--- src/rtl/pipeline_event_monitor_pkg.sv ---
`default_nettype none
// ============================================================================
// Module      : pipeline_event_monitor_pkg
// Description : Shared types and constants for the pipeline event monitor.
// Revision    : 1.0 - initial release
// ============================================================================
package pipeline_event_monitor_pkg;

   // Measurement-run state machine encoding
   typedef enum logic [1:0] {
      ST_IDLE = 2'd0,
      ST_RUN  = 2'd1,
      ST_DONE = 2'd2
   } state_e;

   // Read-select index of the cycle counter; event channel k sits at k+1
   localparam int RD_SEL_CYCLE = 0;

   // Conventional event bit positions on event_i / inhibit_i
   localparam int EV_STALL = 0;
   localparam int EV_FLUSH = 1;

endpackage
`default_nettype wire

--- src/rtl/event_channel_counter.sv ---
`default_nettype none
// ============================================================================
// Module      : event_channel_counter
// Description : One monitor channel: qualifier / edge detect, saturating
//               counter, sticky overflow flag and snapshot shadow register.
// Revision    : 1.0 - initial release
// ============================================================================
module event_channel_counter #(
   parameter int CNT_WIDTH = 32,
   parameter bit EDGE_MODE = 1'b0
) (
   input  logic                 clk_i,
   input  logic                 rst_i,
   input  logic                 clear_i,
   input  logic                 count_en_i,
   input  logic                 event_i,
   input  logic                 inhibit_i,
   input  logic                 snap_i,
   output logic [CNT_WIDTH-1:0] count_o,
   output logic [CNT_WIDTH-1:0] shadow_o,
   output logic                 overflow_o
);

   logic                 prev_q, prev_d;
   logic [CNT_WIDTH-1:0] count_q, count_d;
   logic [CNT_WIDTH-1:0] shadow_q, shadow_d;
   logic                 overflow_q, overflow_d;
   logic                 w_qual;
   logic                 w_hit;

   // Edge mode only sees a rising transition; prev tracks the raw strobe in
   // every state so a strobe already high at start does not look like an edge.
   assign w_qual = EDGE_MODE ? (event_i & ~prev_q) : event_i;
   assign w_hit  = count_en_i & ~inhibit_i & w_qual;

   // Next-state: clear wins over counting; snapshot takes the pre-update value
   always_comb begin
      prev_d     = event_i;
      count_d    = count_q;
      overflow_d = overflow_q;
      shadow_d   = shadow_q;
      if (clear_i) begin
         count_d    = '0;
         overflow_d = 1'b0;
      end else if (w_hit) begin
         if (&count_q) overflow_d = 1'b1;
         else          count_d    = count_q + CNT_WIDTH'(1);
      end
      // A coincident snapshot preserves the pre-clear values
      if (snap_i)       shadow_d = count_q;
      else if (clear_i) shadow_d = '0;
   end

   // Channel state registers
   always_ff @(posedge clk_i) begin
      if (rst_i) begin
         prev_q     <= 1'b0;
         count_q    <= '0;
         overflow_q <= 1'b0;
         shadow_q   <= '0;
      end else begin
         prev_q     <= prev_d;
         count_q    <= count_d;
         overflow_q <= overflow_d;
         shadow_q   <= shadow_d;
      end
   end

   assign count_o    = count_q;
   assign shadow_o   = shadow_q;
   assign overflow_o = overflow_q;

endmodule
`default_nettype wire

--- src/rtl/pipeline_event_monitor.sv ---
`default_nettype none
// ============================================================================
// Module      : pipeline_event_monitor
// Description : Performance monitor counting run cycles and qualified pipeline
//               events, with atomic snapshot and a registered read port.
// Revision    : 1.0 - initial release
// ============================================================================
module pipeline_event_monitor
   import pipeline_event_monitor_pkg::*;
#(
   parameter int                    NUM_EVENTS = 2,
   parameter int                    CNT_WIDTH  = 32,
   parameter int                    MAX_CYCLES = 30,
   parameter logic [NUM_EVENTS-1:0] EDGE_MASK  = '0,
   localparam int                   SEL_W      = $clog2(NUM_EVENTS + 1)
) (
   input  logic                  clk_i,
   input  logic                  rst_i,
   input  logic                  start_i,
   input  logic                  clear_i,
   input  logic                  freeze_i,
   input  logic [NUM_EVENTS-1:0] event_i,
   input  logic [NUM_EVENTS-1:0] inhibit_i,
   input  logic                  snap_i,
   input  logic [SEL_W-1:0]      rd_sel_i,
   output logic [CNT_WIDTH-1:0]  rd_data_o,
   output logic [NUM_EVENTS:0]   overflow_o,
   output logic                  running_o,
   output logic                  done_o
);

   // Cycle count one below the terminal value: reaching it while counting
   // means this edge makes the counter equal MAX_CYCLES.
   localparam logic [CNT_WIDTH-1:0] C_LAST    = CNT_WIDTH'(MAX_CYCLES - 1);
   localparam bit                   C_LIMITED = (MAX_CYCLES != 0);

   state_e               state_q, state_d;
   logic [CNT_WIDTH-1:0] rd_data_q, rd_data_d;
   logic                 w_count_en;
   logic                 w_reach_last;
   logic [CNT_WIDTH-1:0] w_cycle_cnt;
   logic [CNT_WIDTH-1:0] w_shadow [NUM_EVENTS+1];
   logic [NUM_EVENTS:0]  w_ovf;

   assign w_count_en   = (state_q == ST_RUN) && !freeze_i;
   assign w_reach_last = C_LIMITED && w_count_en && (w_cycle_cnt == C_LAST);

   // Cycle counter: a channel whose qualifier is permanently true
   event_channel_counter #(
      .CNT_WIDTH (CNT_WIDTH),
      .EDGE_MODE (1'b0)
   ) u_cycle (
      .clk_i      (clk_i),
      .rst_i      (rst_i),
      .clear_i    (clear_i),
      .count_en_i (w_count_en),
      .event_i    (1'b1),
      .inhibit_i  (1'b0),
      .snap_i     (snap_i),
      .count_o    (w_cycle_cnt),
      .shadow_o   (w_shadow[RD_SEL_CYCLE]),
      .overflow_o (w_ovf[RD_SEL_CYCLE])
   );

   for (genvar k = 0; k < NUM_EVENTS; k++) begin : g_event
      logic [CNT_WIDTH-1:0] w_unused_live;
      event_channel_counter #(
         .CNT_WIDTH (CNT_WIDTH),
         .EDGE_MODE (EDGE_MASK[k])
      ) u_chan (
         .clk_i      (clk_i),
         .rst_i      (rst_i),
         .clear_i    (clear_i),
         .count_en_i (w_count_en),
         .event_i    (event_i[k]),
         .inhibit_i  (inhibit_i[k]),
         .snap_i     (snap_i),
         .count_o    (w_unused_live),
         .shadow_o   (w_shadow[k+1]),
         .overflow_o (w_ovf[k+1])
      );
   end

   // Run-control next state: clear beats start; start only acts from IDLE
   always_comb begin
      state_d = state_q;
      if (clear_i) begin
         state_d = ST_IDLE;
      end else begin
         case (state_q)
            ST_IDLE: if (start_i)      state_d = ST_RUN;
            ST_RUN:  if (w_reach_last) state_d = ST_DONE;
            ST_DONE: state_d = ST_DONE;
            default: state_d = ST_IDLE;
         endcase
      end
   end

   // Shadow read mux; unused select codes read as zero
   always_comb begin
      rd_data_d = '0;
      for (int i = 0; i <= NUM_EVENTS; i++) begin
         if (rd_sel_i == SEL_W'(i)) rd_data_d = w_shadow[i];
      end
   end

   // State and read-port registers
   always_ff @(posedge clk_i) begin
      if (rst_i) begin
         state_q   <= ST_IDLE;
         rd_data_q <= '0;
      end else begin
         state_q   <= state_d;
         rd_data_q <= rd_data_d;
      end
   end

   assign rd_data_o  = rd_data_q;
   assign overflow_o = w_ovf;
   assign running_o  = (state_q == ST_RUN);
   assign done_o     = (state_q == ST_DONE);

endmodule
`default_nettype wire

--- config.mk ---
export PLATFORM = sky130hd
export DESIGN_NAME = pipeline_event_monitor
export DESIGN_NICKNAME = d
export VERILOG_FILES = /design/src/rtl/pipeline_event_monitor_pkg.sv /design/src/rtl/event_channel_counter.sv /design/src/rtl/pipeline_event_monitor.sv
export SDC_FILE = /design/constraint.sdc
export NUM_CORES = 1
export LEC_CHECK = 0
export ABC_AREA = 1
export CAP_MARGIN = 20
export CORE_MARGIN = 2
export CORE_UTILIZATION = 26
export CTS_CLUSTER_DIAMETER = 120
export DETAILED_ROUTE_END_ITERATION = 6
export PLACE_DENSITY_LB_ADDON = 0.3
export SYNTH_ARGS = -nofsm -noshare
export SYNTH_HDL_FRONTEND = slang
export SYNTH_SLANG_ARGS = --single-unit
export TNS_END_PERCENT = 30
--- constraint.sdc ---
create_clock -name clk_i -period 1.6 [get_ports clk_i]
set_input_delay 0.48 -clock clk_i [delete_from_list [all_inputs] [get_ports clk_i]]
set_output_delay 0.48 -clock clk_i [all_outputs]
set_load 0.01 [all_outputs]
# --- After elaboration in Yosys (flattened, before gate mapping) ---
# Cells that the tools add are included.
op_classes:
  eq_ne: 7
  bitwise: 9
  n_reduce_logical: 17
  n_mux: 10
  n_addsub: 3
op_table:
  columns: ["op", "count"]
  rows:
  - ["2-to-1 mux 32 bit", 7]
  - ["AND reduction 33 bit", 3]
  - ["adder 32 x 1 -> 32 bit (second input constant)", 3]
  - ["AND reduction 32 bit", 3]
  - ["equality test 32 x 5 -> 1 bit (second input constant)", 1]
  - ["AND reduction 2 bit", 4]
  - ["one-hot mux 2 bit (3 select lines)", 1]
  - ["inverter 1 bit", 5]
  - ["AND 1 bit", 4]
  - ["equality test 2 x 1 -> 1 bit (second input constant)", 2]
  - ["equality test 2 bit (second input constant)", 2]
  - ["zero test 2 bit", 2]
  - ["2-to-1 mux 2 bit", 2]
  - ["logical AND 1 bit", 2]
  - ["!= test 2 x 1 -> 1 bit (second input constant)", 1]
  - ["!= test 2 bit (second input constant)", 1]
  - ["nonzero test 2 bit", 1]
  - ["OR reduction 2 bit", 1]
  - ["zero test 1 bit", 1]
totals:
  reg_bits: 229

# --- Longest topological paths before layout ---
logic_depth:
  depth_word: 5
  mapped_depth: 13
  ltp_nobuf: 12

# --- Hierarchy ---
# From an unflattened synthesis, not the netlist that was laid out.
unflattened:
  hier_cells: 1730
  area_unflattened_um2: 11352.1
by_module_without_submodules:
  columns: ["mod", "instances", "area_per_inst_um2", "cells_each", "seq_area_each_um2"]
  rows:
  - ["event_channel_counter", 3, 3155.5, 476, 1301.2]
  - ["pipeline_event_monitor", 1, 1885.6, 302, 680.7]

# --- Worst setup path before layout ---
# OpenSTA, ideal clock, no wires.
synth_timing:
  path_type: "flip-flop to flip-flop"
  from: "register state_q[1]"
  to: "register g_event[1].u_chan.count_q[18]"
  required_ns: 1.481
  stages_incl_launch_ff: 11
  synth_period_minus_slack_ns: 1.729
  arrival_time_ns: 1.611
  path_slack_ns: -0.129
  path_cell_list: "dfxtp_1 -> inv_1 -> ha_1 -> inv_1 -> nor2_1 -> nand2_1 -> inv_1 -> nand2_4 -> buf_4 -> nor3b_1 -> nor2_1"
synth_between:
  elab_chain_cells: 5
synth_lines:
  columns: ["element", "line", "text"]
  rows:
  - ["start: declaration", "pipeline_event_monitor.sv:37", "state_e state_q, state_d;"]
  - ["start signal: assignment", "pipeline_event_monitor.sv:113", "state_q <= state_d;"]
  - ["equality test 2 x 1 -> 1 bit", null, null]
  - ["via running_o", "pipeline_event_monitor.sv:28", "output logic running_o,"]
  - ["logical AND 1 bit", "pipeline_event_monitor.sv:45", "assign w_count_en = (state_q == ST_RUN) && !freeze_i;"]
  - ["AND 1 bit (2 in series)", "event_channel_counter.sv:34", "assign w_hit = count_en_i & ~inhibit_i & w_qual;"]
  - ["AND reduction 2 bit (no line)", null, null]
  - ["end signal: assignment", "event_channel_counter.sv:63", "count_q <= count_d;"]
  - ["end: declaration", "event_channel_counter.sv:25", "logic [CNT_WIDTH-1:0] count_q, count_d;"]
# The timed path passes the listed nets, and every way through them passes these cells.
# A chain may end at the register's enable or synchronous reset.

# --- Worst setup path in the final report ---
layout_timing:
  from: "register state_q[0]"
  to: "output port done_o"
layout_between:
  elab_chain_cells: 1
layout_lines:
  columns: ["element", "line", "text"]
  rows:
  - ["equality test 2 bit", "pipeline_event_monitor.sv:121", "assign done_o = (state_q == ST_DONE);"]
  - ["end: declaration", "pipeline_event_monitor.sv:29", "output logic done_o"]
# No other way between the ends.

==> summary.txt <==
Run status
  • Status: finished, violations left
  • Failing checks: negative setup slack

CTS
  • Longest Clk Path Bufs: 3
  • Insertion delay to the later sink of the worst-skew pair: 540 ps
  • Hold Buf Count CTS: 0
  • Root buffer cell: clkbuf_16
  • Num CTS Buffers: 28
  • CTS tree: done
  • Clk sink count: 229
  • Clk slew on worst S/H paths: 60 ps
  • H-tree Lvls: 1

Yosys
  • Cell area after synthesis: 11000 um2
  • Post-synth EDFFs: 0
  • Area leader, netlist: dfxtp_1
  • Register bit total from synthesis: 229
  • Top FF cell, synth: dfxtp_1
  • Post-synth cell types: 31
  • Post-synth ARST share: 0%
  • Syn_nets: 1709
  • Top cell type's share of synthesized area: 41.6%
  • Syn Area/Cell: 6.52 um2
  • Area contributors post-synth: dfxtp_1 42%, nand2_1 22%, a21oi_1 7.6%
  • Cell with the most instances after synthesis: nand2_1
  • Post-synth top cells: 639 x nand2_1, 229 x dfxtp_1, 221 x nor2_1
  • Seq/Total Area, Yosys: 41.6%
  • Yosys warning total: 0
  • Cells after Synth: 1690

Route
  • WL final: 36400 um
  • Antenna violation net count after detailed routing: 0
  • Drt wl/cell: 14.7 um
  • Starting DRT DRC Count: 705
  • Drt pass-1 iters: 5
  • Vias: 11400
  • DR DRC count: 0
  • Via/cell ratio: 4.60

Global routing
  • Initial antenna violation count: 0
  • Total gr overflow: 0
  • Vias in the first global route: 10600
  • First-pass GRT wire length: 55500 um
  • GRT Total Usage: 15.6%
  • Largest net degree at the start of global routing: 71

Hold path
  • Worst min path class: input pin to flip-flop

Floorplanning
  • Die area: 44000 um2
  • Die span in y: 210 um
  • Initial Util: 26.3%
  • Core area: 41900 um2
  • Die X: 210 um
  • Row cnt: 75
  • I/O Pins: 49

Timing
  • RSZ-0062 raised after global routing: true
  • Final Setup Violations: 38
  • Final setup TNS: -1890 ps
  • Achievable Freq: 554 MHz
  • Final Skew: 11.7 ps
  • Max_slew headroom: 63.0%
  • Slew Viols, Final: 0
  • Final Cycle Share: 113%
  • WHS: 452 ps
  • Worst Tran Pin Value: 555 ps
  • Final hold vios: 0
  • Minimum clock period: 1810 ps
  • Final worst slack: -206 ps

Layout
  • Fill cells: 4421
  • Register area: 4630 um2
  • Antenna cell count: 0
  • # nets final: 1938
  • Layout cells sized above 1: 26.3%
  • Area Overhead vs Synth: 40.5%
  • Area taken by multi-input logic gates: 6230 um2

Critical path
  • WP data required: 1120 ps
  • CP Capture Type: output port
  • Nature of the critical path startpoint: flip-flop
  • Crit-path max FO: 2
  • CP arrival: 1330 ps
  • Crit Path Category: flip-flop to output port

Pwr
  • Peak VDD IR: 0.614 mV
  • Leak pwr: 0.00571 uW
  • PwrDens: 812 nW/um2
  • Total Power: 12600 uW

Placed design
  • GPL Wtd Cong: 0.875
  • HPWL Detailed: 26000 um
  • I/O Buffers: 48

Job
  • Max Cap Viol: 0
## repair_timing
item | CTS | global route
resized for setup | 131 | 235
endpoints found under the setup margin | 135 | 118
pin swaps | 4 | 48
endpoints found under the hold margin | 0 | 0
setup buffers | 3 | 21
cloned | 1 | 8
## cells in the final DEF (no fill, tap or decap), types with 11 or more instances in the layout
cell / count
nor3_1: 14
o21ai_0: 18
buf_6: 11
buf_12: 17
nand3_1: 48
a21oi_2: 24
xnor2_1: 12
nor2_2: 42
clkdlybuf4s15_1: 13
nor2_1: 163
nand3b_1: 15
xor2_1: 22
o211ai_1: 25
nand2_1: 603
nand2_2: 35
buf_4: 194
dfxtp_1: 197
a21oi_1: 141
dfxtp_2: 29
clkbuf_2: 12
inv_1: 123
nor2_4: 25
clkbuf_16: 36
## final cells by class
type	instances	share of cell area, %
Clock inverter	15	0.760
Multi-Input combinational cell	1247	40.2
Sequential cell	229	29.9
Tap cell	539	4.36
Inverter	137	3.56
Clock buffer	36	5.05
Timing Repair Buffer	276	16.1
## stage by stage
stage                     cells  worst slack (ps)  util, %  cell area (um2)
after floorplan            1690             0.744        -            11000
after global placement     2395              -549     32.2            13500
after detailed placement   2395              -545     32.2            13500
after CTS                  2450              -228     34.6            14500
after global routing       2479              -251     37.0            15500
final                      2479              -206     37.0            15500
## critical path, cell delays in order (launching register included)
cell and delay, ps:
dfxtp_2 370, buf_6 120, inv_4 40, ha_4 150
buf_6 110
## worst paths after layout
path / slack [ps] / to / cells after the start / start
worst max-delay path: -210 / done_o / 4 / state_q[0]
worst min register to register: 460 / g_event[1].u_chan.overflow_o / 2 / g_event[1].u_chan.overflow_o
worst min-delay path: 450 / g_event[1].u_chan.count_o[7] / 5 / rst_i
worst max register to register: -90 / g_event[0].u_chan.count_o[20] / 13 / state_q[1]
## metal layers
layer,track usage (%),vias to the layer above,part of all wire [%]
li1,-,5752,-
met1,21.4,5379,47
met2,26.3,230,47
met3,1.69,51,3.6
met4,3.60,0,2.1
met5,0,-,0
## cells by family after synthesis
group,Yosys count,synth area share [%]
buffers and inverters,214,8.05
and+or+nand+nor,979,35.8
AOI/OAI and AO/OA,226,10.9
DFF,229,41.6
adders and majority gates,7,0.795
xor gates and xnor gates,35,2.78
## flip-flops by register name, indices dropped and copies added (netlist names)
name	cells
u_cycle.shadow_o	32
rd_data_o	32
u_cycle.overflow_o	1
state_q	2
u_cycle.count_o	32
g_event.u_chan.count_o	64
g_event.u_chan.overflow_o	2
g_event.u_chan.shadow_o	64
## power breakdown
part	internal, uW	switching (uW)
logic	233	388
clock network	3610	2630
registers	5700	6.05
total	9540	3030
Note: power is estimated with default switching activity, not from simulation.
